===== src/rtl/rr_grant_arbiter.sv =====
// Round-robin arbiter: rotating-priority search, registered one-hot grant and ID,
// tenure held until done, request withdrawal or the hold limit.
module rr_grant_arbiter #(
  parameter int N        = 8,
  parameter int IDW      = 3,
  parameter int MAX_HOLD = 16
) (
  input  logic           clk,
  input  logic           rst_n,
  input  logic [N-1:0]   req,
  input  logic           done,
  output logic [N-1:0]   grant,
  output logic [IDW-1:0] grant_id,
  output logic           grant_valid,
  output logic           none_on
);

  localparam int HCW = $clog2(MAX_HOLD) + 1;
  localparam logic [HCW-1:0] HOLD_LAST = HCW'((MAX_HOLD == 0) ? 0 : MAX_HOLD - 1);

  typedef enum logic {IDLE, GRANT} state_t;

  state_t         state_q, state_d;
  logic [IDW-1:0] ptr_q, ptr_d;
  logic [IDW-1:0] id_q, id_d;
  logic [N-1:0]   grant_q, grant_d;
  logic           valid_q, valid_d;
  logic [HCW-1:0] hold_q, hold_d;

  logic           release_c;
  logic [IDW-1:0] next_ptr;
  logic [IDW-1:0] search_ptr;
  logic [IDW:0]   cand;
  logic [IDW-1:0] win_idx;
  logic           win_found;
  logic [N-1:0]   win_onehot;

  assign next_ptr   = (id_q == IDW'(N - 1)) ? '0 : id_q + 1'b1;
  // On release the search already uses the rotated pointer, so the old owner ranks last.
  assign search_ptr = (state_q == GRANT) ? next_ptr : ptr_q;
  assign release_c  = done || !req[id_q] || ((MAX_HOLD != 0) && (hold_q == HOLD_LAST));
  assign win_onehot = N'(1) << win_idx;

  // Scan offsets from farthest to nearest so the nearest set request wins.
  always_comb begin
    win_found = 1'b0;
    win_idx   = '0;
    cand      = '0;
    for (int unsigned off = N; off > 0; off--) begin
      cand = {1'b0, search_ptr} + (IDW + 1)'(off - 1);
      if (cand >= (IDW + 1)'(N)) cand = cand - (IDW + 1)'(N);
      if (req[cand[IDW-1:0]]) begin
        win_found = 1'b1;
        win_idx   = cand[IDW-1:0];
      end
    end
  end

  always_comb begin
    state_d = state_q;
    ptr_d   = ptr_q;
    id_d    = id_q;
    grant_d = grant_q;
    valid_d = valid_q;
    hold_d  = hold_q;
    case (state_q)
      IDLE: begin
        if (win_found) begin
          state_d = GRANT;
          grant_d = win_onehot;
          id_d    = win_idx;
          valid_d = 1'b1;
          hold_d  = '0;
        end
      end
      GRANT: begin
        if (release_c) begin
          ptr_d  = next_ptr;
          hold_d = '0;
          if (win_found) begin
            grant_d = win_onehot;
            id_d    = win_idx;
          end else begin
            state_d = IDLE;
            grant_d = '0;
            valid_d = 1'b0;
          end
        end else if (hold_q != '1) begin
          hold_d = hold_q + 1'b1;
        end
      end
      default: state_d = IDLE;
    endcase
  end

  always_ff @(posedge clk or negedge rst_n) begin
    if (!rst_n) begin
      state_q <= IDLE;
      ptr_q   <= '0;
      id_q    <= '0;
      grant_q <= '0;
      valid_q <= 1'b0;
      hold_q  <= '0;
    end else begin
      state_q <= state_d;
      ptr_q   <= ptr_d;
      id_q    <= id_d;
      grant_q <= grant_d;
      valid_q <= valid_d;
      hold_q  <= hold_d;
    end
  end

  assign grant       = grant_q;
  assign grant_id    = id_q;
  assign grant_valid = valid_q;
  assign none_on     = ~|req;

endmodule


===== config.mk =====
export PLATFORM = sky130hd
export DESIGN_NAME = rr_grant_arbiter
export DESIGN_NICKNAME = d
export VERILOG_FILES = /design/src/rtl/rr_grant_arbiter.sv
export SDC_FILE = /design/constraint.sdc
export NUM_CORES = 1
export LEC_CHECK = 0
export BUFFER_PORTS_ARGS = -buffer_cell sky130_fd_sc_hd__buf_2
export CAP_MARGIN = 30
export CORE_AREA = 3 3 100 102
export DETAILED_ROUTE_END_ITERATION = 10
export DIE_AREA = 0 0 103 105
export GPL_ROUTABILITY_DRIVEN = 0
export PLACE_DENSITY = 0.49
export SYNTH_ARGS = -nofsm -noshare
export SYNTH_HDL_FRONTEND = slang
export SYNTH_SLANG_ARGS = --single-unit

===== constraint.sdc =====
create_clock -name clk -period 4.5 [get_ports clk]
set_clock_uncertainty 0.2 [all_clocks]
set_input_delay 0.225 -clock clk [delete_from_list [all_inputs] [get_ports clk]]
set_output_delay 0.225 -clock clk [all_outputs]
set_load 0.05 [all_outputs]

# Word level (Yosys, flattened, before mapping)
# Index checks and enable logic that the tools add are counted.
[word_totals]
reg_bits = 21
in_bits = 11
output_inout_bits = 13
word_cells = 120
[op_classes]
addsub = 17
magnitude_cmp = 17
eq_ne = 7
n_shift = 1
muxes = 62
bitwise = 1
n_reduce_logical = 9
[op_table]
columns = ["operator", "count"]
rows = [
  ["2-to-1 mux 3 bit", 20],
  ["less-than comparator 3 x 4 -> 1 bit, second input constant", 9],
  ["greater-or-equal comparator 4 bit, second input constant", 7],
  ["binary-select mux 1 bit (select 3 bit)", 9],
  ["2-to-1 mux 8 bit", 3],
  ["subtractor 3 x 1 -> 3 bit, second input constant", 8],
  ["2-to-1 mux 1 bit", 22],
  ["adder 3 x 3 -> 4 bit, second input constant", 4],
  ["case mux 8 bit (2 select lines)", 1],
  ["2-to-1 mux 5 bit", 3],
  ["case mux 5 bit (2 select lines)", 1],
  ["adder 3 x 2 -> 4 bit, second input constant", 2],
  ["OR reduction 8 bit", 1],
  ["left shift 1 x 3 -> 8 bit, first input constant", 1],
  ["case mux 3 bit (2 select lines)", 1],
  ["AND reduction 2 bit", 3],
  ["adder 5 x 1 -> 5 bit, second input constant", 1],
  ["== test 5 x 4 -> 1 bit, second input constant", 1],
  ["inequality test 5 bit, second input constant", 1],
  ["adder 3 x 1 -> 4 bit, second input constant", 1],
  ["greater-or-equal comparator 3 x 4 -> 1 bit, second input constant", 1],
  ["inequality test 2 bit, second input constant", 2],
  ["case mux 1 bit (2 select lines)", 2],
  ["adder 3 x 1 -> 3 bit, second input constant", 1],
  ["other kinds (7)", 9],
]

# Logic depth before layout (Yosys ltp)
# Gate-level depths: netlist of run 1.
[depth]
depth_word = 20
depth_mapped = 15
depth_no_buf = 14

# Worst setup path after synthesis of run 1
# OpenSTA, ideal clock, no wires.
[synth_path]
path_kind = "reg2out"
startpoint = "register grant_id[1] (netlist name)"
endpoint = "output port none_on"
arrival_ns = 3.814
required_ns = 4.075
slack_ns = 0.261
path_stages_with_launch = 10
path_buffers = 1
path_cell_list = "dfrtp_1 ha_1 mux2i_1 clkinv_1 clkbuf_1 ha_1 xnor2_2 mux4_2 nand2_1 nor3_1"
[synth_rtl]
columns = ["element", "line", "source"]
rows = [
  ["to (decl)", "15", "output logic none_on"],
]

# Final worst setup path of run 1
[layout_path]
startpoint = "register id_q[1] (netlist: grant_id[1])"
endpoint = "register grant_q[5] (netlist: grant[5])"
[layout_via]
elab_chain_cells = 20
elab_cells_between_ends = 80
classes_between = "16 x add/sub; 8 x order compare; 3 x eq/ne; 1 x shift; 48 x mux; 4 x reduce/logical"
[layout_lines]
columns = ["element", "line", "source"]
rows = [
  ["from (decl)", "25", "logic [IDW-1:0] id_q, id_d;"],
  ["from (signal assigned)", "107", "id_q <= id_d;"],
  ["adder 3 x 1 -> 3 bit / == test 3 bit (equally long branches)", "38", "assign next_ptr = (id_q == IDW'(N - 1)) ? '0 : id_q + 1'b1;"],
  ["2-to-1 mux 3 bit", "38", ""],
  ["2-to-1 mux 3 bit", "40", "assign search_ptr = (state_q == GRANT) ? next_ptr : ptr_q;"],
  ["adder 3 x 3 -> 4 bit", "50", "cand = {1'b0, search_ptr} + (IDW + 1)'(off - 1);"],
  ["greater-or-equal comparator 4 bit / subtractor 3 x 1 -> 3 bit (equally long branches)", "51", "if (cand >= (IDW + 1)'(N)) cand = cand - (IDW + 1)'(N);"],
  ["2-to-1 mux 3 bit", "51", ""],
  ["binary-select mux 1 bit (select 3 bit)", "52", "if (req[cand[IDW-1:0]]) begin"],
  ["2-to-1 mux 1 bit (not written as such)", "52", ""],
  ["2-to-1 mux 3 bit (8 in series)", "52", ""],
  ["left shift 1 x 3 -> 8 bit", "42", "assign win_onehot = N'(1) << win_idx;"],
  ["2-to-1 mux 8 bit", "80", "if (win_found) begin"],
  ["2-to-1 mux 8 bit", "77", "if (release_c) begin"],
  ["case mux 8 bit (2 select lines)", "66", "case (state_q)"],
  ["to (signal assigned)", "108", "grant_q <= grant_d;"],
  ["to (decl)", "26", "logic [N-1:0] grant_q, grant_d;"],
]
# Several ways; a longest one is shown, not always the timed one. The select of a mux whose other input is x is not followed.
# A chain may end at the register's enable or synchronous reset.

==> results of run 1 <==
[cells in the mapped netlist, types with 3 or more instances]
library cell | number | share of area
nand4_1 | 3 | 0.0082
mux4_1 | 7 | 0.080
a211oi_1 | 3 | 0.0098
clkbuf_1 | 3 | 0.0049
o31ai_1 | 3 | 0.0098
nand2_1 | 32 | 0.052
a21oi_1 | 8 | 0.017
buf_6 | 4 | 0.020
inv_1 | 13 | 0.021
o21ai_0 | 18 | 0.039
mux4_2 | 4 | 0.039
dfrtp_1 | 21 | 0.23
a31oi_1 | 3 | 0.0082
nor3_1 | 8 | 0.017
ha_1 | 8 | 0.044
nand3_1 | 10 | 0.022
a32o_1 | 3 | 0.013
nor2_1 | 9 | 0.015
xnor2_1 | 3 | 0.011
mux2i_1 | 10 | 0.044
mux2_2 | 7 | 0.034
o211ai_1 | 4 | 0.013
nand2b_1 | 5 | 0.014
[timing repair]
item / 4_1_cts / 5_1_grt
hold endpoints to repair: 21 / 0
hold buffers: 1 / 0
endpoints found under the setup margin: 0 / 0
[worst min-delay path, stage by stage]
cell,delay [ns]
buf_2,0.08
nor3_1,0.07
o21ai_0,0.13
o21ai_0,0.07
[registers in the layout, summed over array words and instances, names as in the netlist]
name / count
grant: 8
grant_id: 3
grant_valid: 1
hold_q: 5
ptr_q: 3
state_q: 1
[cells by family after synthesis]
group	after synthesis
adder cells (fa/ha/maj)	8
AO/OA/AOI/OAI	71
AND/OR/NAND/NOR	83
multiplexers	29
XOR/XNOR	4
flip-flops	21
buffers and inverters	24
[per-stage QoR]
step           hold WS (ns)  worst slack [ns]    util  cell area [sq um]
6_report             0.1500            0.3505  0.2790               2566
5_1_grt              0.1770           0.05914  0.2790               2566
4_1_cts              0.1475            0.3591  0.2790               2566
3_5_place_dp        0.02020            0.4263  0.2731               2511
3_3_place_gp        0.01849            0.3422  0.2731               2511
2_1_floorplan       -0.2706            0.2614       -               2288
[layout make-up]
cell class / instances / share of cell area
well taps: 111 / 0.05412
repair buffers: 31 / 0.06923
inverters: 15 / 0.02487
multi-input cells: 195 / 0.6294
flip-flops and latches: 21 / 0.2048
clock buffers: 4 / 0.01755
[layer usage]
layer	GRT usage	part of all wire
met2	0.2076	0.50
met1	0.1655	0.43
met5	0	0
met4	0.03238	0.020
met3	0.007343	0.048
[worst max path at each step]
stage	startpoint	endpoint	slack, ns
after floorplan	grant_id[1]$_DFFE_PN0P_	none_on	0.26
after global placement	grant_id[1]$_DFFE_PN0P_	grant[5]$_DFFE_PN0P_	0.34
after detailed placement	grant_id[1]$_DFFE_PN0P_	grant[1]$_DFFE_PN0P_	0.43
after CTS	grant_id[1]$_DFFE_PN0P_	grant[5]$_DFFE_PN0P_	0.36
after global routing	grant_id[1]$_DFFE_PN0P_	grant[4]$_DFFE_PN0P_	0.06
final	grant_id[1]$_DFFE_PN0P_	grant[5]$_DFFE_PN0P_	0.35
==> impl_metrics.yaml, run 1 <==
finish:
  layout-drive-gt1-share: 0.2444
  final_common_cell: "nand2_1"
  num-nets-final: 286
  area_growth_pct: 12.14
  antenna_cells: 0
  seqCellArea_sq_um: 525.5
  layout.cells.non_filler: 377
  final_cell_mix: "nand2_1 (32), buf_2 (23), dfrtp_1 (21)"
  multi_input_area_sq_mm: 0.001615
  nFillCells: 987
worst_setup_path:
  cpPeakStageDelay_ns: 0.62
  r2r-start: "grant_id[1]$_DFFE_PN0P_"
  required_ns: 4.47
  cp_data_arrival_time_ns: 4.12
  reg2reg_depth: 12
  critPathMaxFanout: 10
  cp.depth: 12
  cpMostUsedCell: "ha_1"
  path_buf_inv: 0
  critPathLaunchType: "flip-flop"
  worstReg2RegEnd: "grant[5]$_DFFE_PN0P_"
  path_cells: "ha_1 > ha_1 > nor3b_4 > nor2_8 > ha_1 > xnor2_1 > mux4_1 > and4bb_2 > o31ai_2 > a2bb2oi_4 > nand3_2 > o31ai_1"
  critPathKind: "flip-flop to flip-flop"
  worstSetupEndpointType: "flip-flop"
  crit_family: "simple AND/OR/NAND/NOR gates"
  cpMaxStageDelayCell: "mux4_1"
  reg2reg_setup_slack_ns: 0.35
floorplan:
  die_w_um: 103
  dieHeight_um: 105
  dieArea_sq_mm: 0.01082
  io_pins: 24
  initial_utilization: 0.2488
  core-area_sq_mm: 0.009196
  row_count: 35
yosys:
  synth_seq_cells: 21
  synth-xor-area-share: 0.01859
  synth-main-ff-cell: "dfrtp_1"
  syn-cell-area_sq_mm: 0.002288
  synth_edf_count: 0
  synth.distinct_cells: 62
  synth_compound_area_frac: 0.2389
  yosys.area_share.simple: 0.1968
  synth_top_family_by_area: "compound AO/OA/AOI/OAI gates"
  synthesis.nets: 259
  synth_fa_ha_area_frac: 0.04374
  synth.yosys.seq_area_share: 0.2296
  yosys_warnings: 0
  synthArstFlopShare: 1.000
  postSynthCellCount: 240
  avgSynthCellArea_sq_um: 9.535
  muxShareOfSynthArea: 0.2078
worst_hold_path:
  hold_path_end: "grant_valid$_DFFE_PN0P_"
  min_delay_path_depth: 4
  hold_path.startpoint: "done"
  hp-class: "input pin to flip-flop"
sta:
  slew_headroom: 0.5152
  setup_violations: 0
  setup_tns_ns: 0
  rsz0062_at_grt: "no"
  hold_viol_final: 0
  worst_pin_slew_ns: 0.7089
  min_period_ns: 4.150
  slew_viol_final: 0
  fmax_mhz: 241.0
  finalCritPeriodShare: 0.9221
grt:
  antenna_found_initial: 0
  grt_pass1_wl_um: 10610
  grt_pass1_vias: 2037
  grt.overflow.total: 0
  grt_max_degree: 22
  grt_util_all_layers: 0.1221
route:
  drtIter0Drc: 133
  via_count: 2054
  final_antenna_net_count: 0
  drc: 0
  wl_per_cell_um: 17.58
  firstDrtPassIters: 4
  wl_um: 6629
  vias_per_cell: 5.448
clock_network:
  cts.sinks: 21
  tritoncts: "yes"
  cts_root_buffer: "clkbuf_8"
  clkLatencyLatePin_ns: 0.26
  htreeDepth: 1
  postCtsSetupRepairBufs: 0
  max-clock-path-buffers: 2
  numCtsBuffers: 3
  path_clk_slew_ns: 0.08
  cts_resized: 0
flow_run:
  cap_violations: 0
placement:
  dp_hpwl_um: 5191
  dp_cells: 372
  io_buffers: 23
outcome:
  run_status: "finished, final reports clean"
Power of run 1 is left out: the tool's default activity adds up to more than one toggle a clock period on the data nets, which glitch-free logic cannot reach.
==> run 2: changes to the inputs <==
- RECOVER_POWER: unset -> 50
==> run 2 against run 1 <==
Effect of this change:
- core utilization fell by 0.095 points
- worst hold slack got worse by 0.00058 ns
- routed wire length fell by 0.35%
- global-route usage did not move
- critical path type unchanged
- critical endpoint unchanged
- largest cell class unchanged
==> impl_metrics.yaml, run 2 (synthesis gave the netlist of run 1 again) <==
grt:
  grt_util_all_layers: 0.1221
  antenna_found_initial: 0
  grt.overflow.total: 0
  grt_pass1_wl_um: 10610
  grt_pass1_vias: 2037
  grt_max_degree: 22
outcome:
  run_status: "finished, final reports clean"
clock_network:
  cts_root_buffer: "clkbuf_8"
  htreeDepth: 1
  clkLatencyLatePin_ns: 0.26
  cts.sinks: 21
  tritoncts: "yes"
  postCtsSetupRepairBufs: 0
  numCtsBuffers: 3
  path_clk_slew_ns: 0.08
  max-clock-path-buffers: 2
finish:
  layout-drive-gt1-share: 0.2180
  largest_register_ffs: 8
  design_area_sq_mm: 0.002557
  final_cell_mix: "nand2_1 (32), dfrtp_1 (21), o21ai_0 (18)"
  num-nets-final: 286
  final_common_cell: "nand2_1"
  area_growth_pct: 11.75
  antenna_cells: 0
floorplan:
  row_count: 35
  core-area_sq_mm: 0.009196
  dieHeight_um: 105
  dieArea_sq_mm: 0.01082
  initial_utilization: 0.2488
  die_w_um: 103
  io_pins: 24
sta:
  worst_pin_slew_ns: 1.182
  finalCritPeriodShare: 0.9224
  slew_viol_final: 0
  setup_violations: 0
  hold_viol_final: 0
  setup_ws_ns: 0.3492
  setup_tns_ns: 0
  min_period_ns: 4.151
  rsz0062_at_grt: "no"
  fmax_mhz: 240.9
  slew_headroom: 0.2118
route:
  drtIter0Drc: 136
  drc: 0
  firstDrtPassIters: 5
  via_count: 2035
  final_antenna_net_count: 0
  wl_um: 6606
  vias_per_cell: 5.398
  wl_per_cell_um: 17.52
worst_setup_path:
  path_cells: "ha_1 > ha_1 > nor3b_4 > nor2_8 > ha_1 > xnor2_1 > mux4_1 > and4bb_2 > o31ai_2 > a2bb2oi_4 > nand3_2 > o31ai_1"
  worstSetupEndpointType: "flip-flop"
  critPathLaunchType: "flip-flop"
  path_buf_inv: 0
  r2r-start: "grant_id[1]$_DFFE_PN0P_"
  critPathKind: "flip-flop to flip-flop"
  reg2reg_setup_slack_ns: 0.35
  cp_data_arrival_time_ns: 4.12
  cpMaxStageDelayCell: "mux4_1"
  critPathMaxFanout: 10
  cpPeakStageDelay_ns: 0.62
  crit_family: "simple AND/OR/NAND/NOR gates"
  reg2reg_depth: 12
  required_ns: 4.47
  worstReg2RegEnd: "grant[5]$_DFFE_PN0P_"
  cpMostUsedCell: "ha_1"
flow_run:
  cap_violations: 0
placement:
  place_ws_ns: 0.4263
  dpl-instance-area_sq_mm: 0.002511
  dp_hpwl_um: 5191
  io_buffers: 23
worst_hold_path:
  hold_path_end: "grant_valid$_DFFE_PN0P_"
  hp-class: "input pin to flip-flop"
  min_delay_path_depth: 4
  hold_path.startpoint: "done"
run 2: cell count changes in the layout (fill, tap and decap cells not counted):
| cell | change |
|---|---|
| clkbuf_1 | +7 |
| buf_2 | -7 |
run 2: layer usage:
metal  track usage  routed length, um  vias up
li1              -                  -      985
met3      0.007343                369        8
met4       0.03238                112        0
met1        0.1655               2796      973
met2        0.2076               3328       69
met5             0                  0        -
run 2: what timing repair did:
action,in CTS,in global routing
endpoints found under the hold margin,21,0
hold buffers,1,0
gates resized for setup,0,0
run 2: final cells by class:
type	count	area [sq um]
Clock buffer	4	45.04
Tap cell	111	138.9
Fill cell	989	6639
Timing Repair Buffer	31	168.9
Sequential cell	21	525.5
Multi-Input combinational cell	195	1615
Inverter	15	63.81
run 2: worst max-delay path by stage:
stage | from | end | slack (ns) | depth (start not counted)
6_report | grant_id[1]$_DFFE_PN0P_ | grant[5]$_DFFE_PN0P_ | 0.35 | 12
5_1_grt | grant_id[1]$_DFFE_PN0P_ | grant[4]$_DFFE_PN0P_ | 0.06 | 14
4_1_cts | grant_id[1]$_DFFE_PN0P_ | grant[5]$_DFFE_PN0P_ | 0.36 | 12
3_5_place_dp | grant_id[1]$_DFFE_PN0P_ | grant[1]$_DFFE_PN0P_ | 0.43 | 12
3_3_place_gp | grant_id[1]$_DFFE_PN0P_ | grant[5]$_DFFE_PN0P_ | 0.34 | 12
2_1_floorplan | grant_id[1]$_DFFE_PN0P_ | none_on | 0.26 | 9
run 2: through the flow:
step                      hold WS, ns    util  cells
after global routing           0.1768  0.2781    377
after detailed placement      0.02020  0.2731    372
after global placement        0.01849  0.2731    372
final                          0.1494  0.2781    377
after floorplan               -0.2706       -    240
after CTS                      0.1475  0.2790    377
run 2: worst register-to-register path: stages (launching register included):
cell and delay (ns):
dfrtp_1 0.44, ha_1 0.20, ha_1 0.22, nor3b_4 0.42
nor2_8 0.14, ha_1 0.28, xnor2_1 0.47, mux4_1 0.62
and4bb_2 0.32, o31ai_2 0.09, a2bb2oi_4 0.26, nand3_2 0.14
o31ai_1 0.25
Power of run 2 is left out for the same reason.
==> run 3: changes to the inputs <==
- BUFFER_PORTS_ARGS: -buffer_cell sky130_fd_sc_hd__buf_2 -> -buffer_cell sky130_fd_sc_hd__buf_4
==> run 3 against run 2 <==
Effect of this change:
- setup slack lost 0.00052 ns
- sequential share of layout area shrank 0.32 points
- die area is the same
- core utilization grew 0.44 points
- maximum frequency is essentially flat
==> impl_metrics.yaml, run 3 (synthesis gave the netlist of run 1 again) <==
floorplan:
  dieHeight_um: 105
  row_count: 35
  die_w_um: 103
  initial_utilization: 0.2488
  io_pins: 24
  core-area_sq_mm: 0.009196
  dieArea_sq_mm: 0.01082
worst_hold_path:
  hp-class: "input pin to flip-flop"
route:
  wl_per_cell_um: 17.37
  wl_um: 6549
  via_count: 2022
  vias_per_cell: 5.363
  final_antenna_net_count: 0
  drtIter0Drc: 111
  drc: 0
  firstDrtPassIters: 4
placement:
  dp_cells: 372
  dp_hpwl_um: 5101
  io_buffers: 23
  place_ws_ns: 0.4086
worst_setup_path:
  worstSetupEndpointType: "flip-flop"
  path_cells: "ha_1 > ha_1 > nor3b_4 > nor2_8 > ha_1 > xnor2_1 > mux4_1 > and4bb_2 > o31ai_2 > a2bb2oi_4 > nand3_2 > o31ai_1"
  critPathKind: "flip-flop to flip-flop"
  crit_family: "simple AND/OR/NAND/NOR gates"
  required_ns: 4.46
  path_buf_inv: 0
  cpMostUsedCell: "ha_1"
  cpPeakStageDelay_ns: 0.63
  critPathLaunchType: "flip-flop"
  critPathMaxFanout: 10
  cpMaxStageDelayCell: "mux4_1"
  cp_data_arrival_time_ns: 4.11
grt:
  antenna_found_initial: 0
  grt.overflow.total: 0
  grt_max_degree: 22
  grt_pass1_vias: 1998
  grt_pass1_wl_um: 10670
  grt_util_all_layers: 0.1229
sta:
  slew_viol_final: 0
  setup_violations: 0
  worst_pin_slew_ns: 1.172
  hold_viol_final: 0
  slew_headroom: 0.2190
  setup_ws_ns: 0.3487
  rsz0062_at_grt: "no"
  fmax_mhz: 240.9
  setup_tns_ns: 0
  finalCritPeriodShare: 0.9225
  min_period_ns: 4.151
finish:
  area_growth_pct: 13.50
  nFillCells: 998
  utilization: 0.2824
  largest_register_ffs: 8
  layout-drive-gt1-share: 0.2180
  layout.cells.non_filler: 377
  final_common_cell: "nand2_1"
  num-nets-final: 286
  final_cell_mix: "nand2_1 (32), buf_4 (23), dfrtp_1 (21)"
  antenna_cells: 0
clock_network:
  max-clock-path-buffers: 2
  htreeDepth: 1
  numCtsBuffers: 3
  clkLatencyLatePin_ns: 0.26
  tritoncts: "yes"
  cts_root_buffer: "clkbuf_8"
  cts.sinks: 21
  cts_resized: 0
  path_clk_slew_ns: 0.08
outcome:
  run_status: "finished, final reports clean"
flow_run:
  cap_violations: 0
-- run 3: path summary, 6_finish.rpt --
kind | slack, ns | start | to | depth (start not counted)
max | 0.35 | grant_id[1]$_DFFE_PN0P_ | grant[5]$_DFFE_PN0P_ | 12
min | 0.15 | done | grant_valid$_DFFE_PN0P_ | 4
max reg2reg | 0.35 | grant_id[1]$_DFFE_PN0P_ | grant[5]$_DFFE_PN0P_ | 12
min reg2reg | 0.31 | grant[1]$_DFFE_PN0P_ | grant[1]$_DFFE_PN0P_ | 1
max in group asynchronous | 2.88 | rst_n | hold_q[1]$_DFFE_PN0P_ | 2
min in group asynchronous | 0.52 | rst_n | grant[5]$_DFFE_PN0P_ | 2
-- run 3: layer usage --
| metal | vias to the layer above | routed length [um] | track usage |
|---|---|---|---|
| met1 | 984 | 2918 | 0.1661 |
| met3 | 8 | 299 | 0.01202 |
| met5 | - | 0 | 0 |
| met4 | 0 | 109 | 0.03515 |
| met2 | 46 | 3221 | 0.2053 |
| li1 | 984 | - | - |
-- run 3: cell type report --
class	count	area (sq um)	share of cell area
clock buffers	4	45.04	0.01734
inverters	15	63.81	0.02457
multi-input cells	195	1615	0.6219
repair buffers	31	209.0	0.08044
well taps	111	138.9	0.05347
flip-flops and latches	21	525.5	0.2023
-- run 3: metrics by stage --
stage / area [sq um] / hold WS (ns)
2_1_floorplan: 2288 / -0.2706
3_3_place_gp: 2569 / -0.06766
3_5_place_dp: 2569 / -0.06636
4_1_cts: 2624 / 0.1598
5_1_grt: 2597 / 0.1923
6_report: 2597 / 0.1539
-- run 3: worst reg2reg max path, delay by kind of cell, from the launching register on --
| family | cells | cell delay, ns |
|---|---|---|
| compound gates | 3 | 0.60 |
| xor+xnor | 1 | 0.45 |
| fa+ha+maj | 3 | 0.72 |
| flops | 1 | 0.44 |
| mux | 1 | 0.63 |
| simple gates | 4 | 1.02 |
-- run 3: timing repair --
action / 4_1_cts / 5_1_grt
setup buffers: 0 / 0
endpoints found under the hold margin: 21 / 0
hold buffers: 1 / 0
Power of run 3 is left out for the same reason.
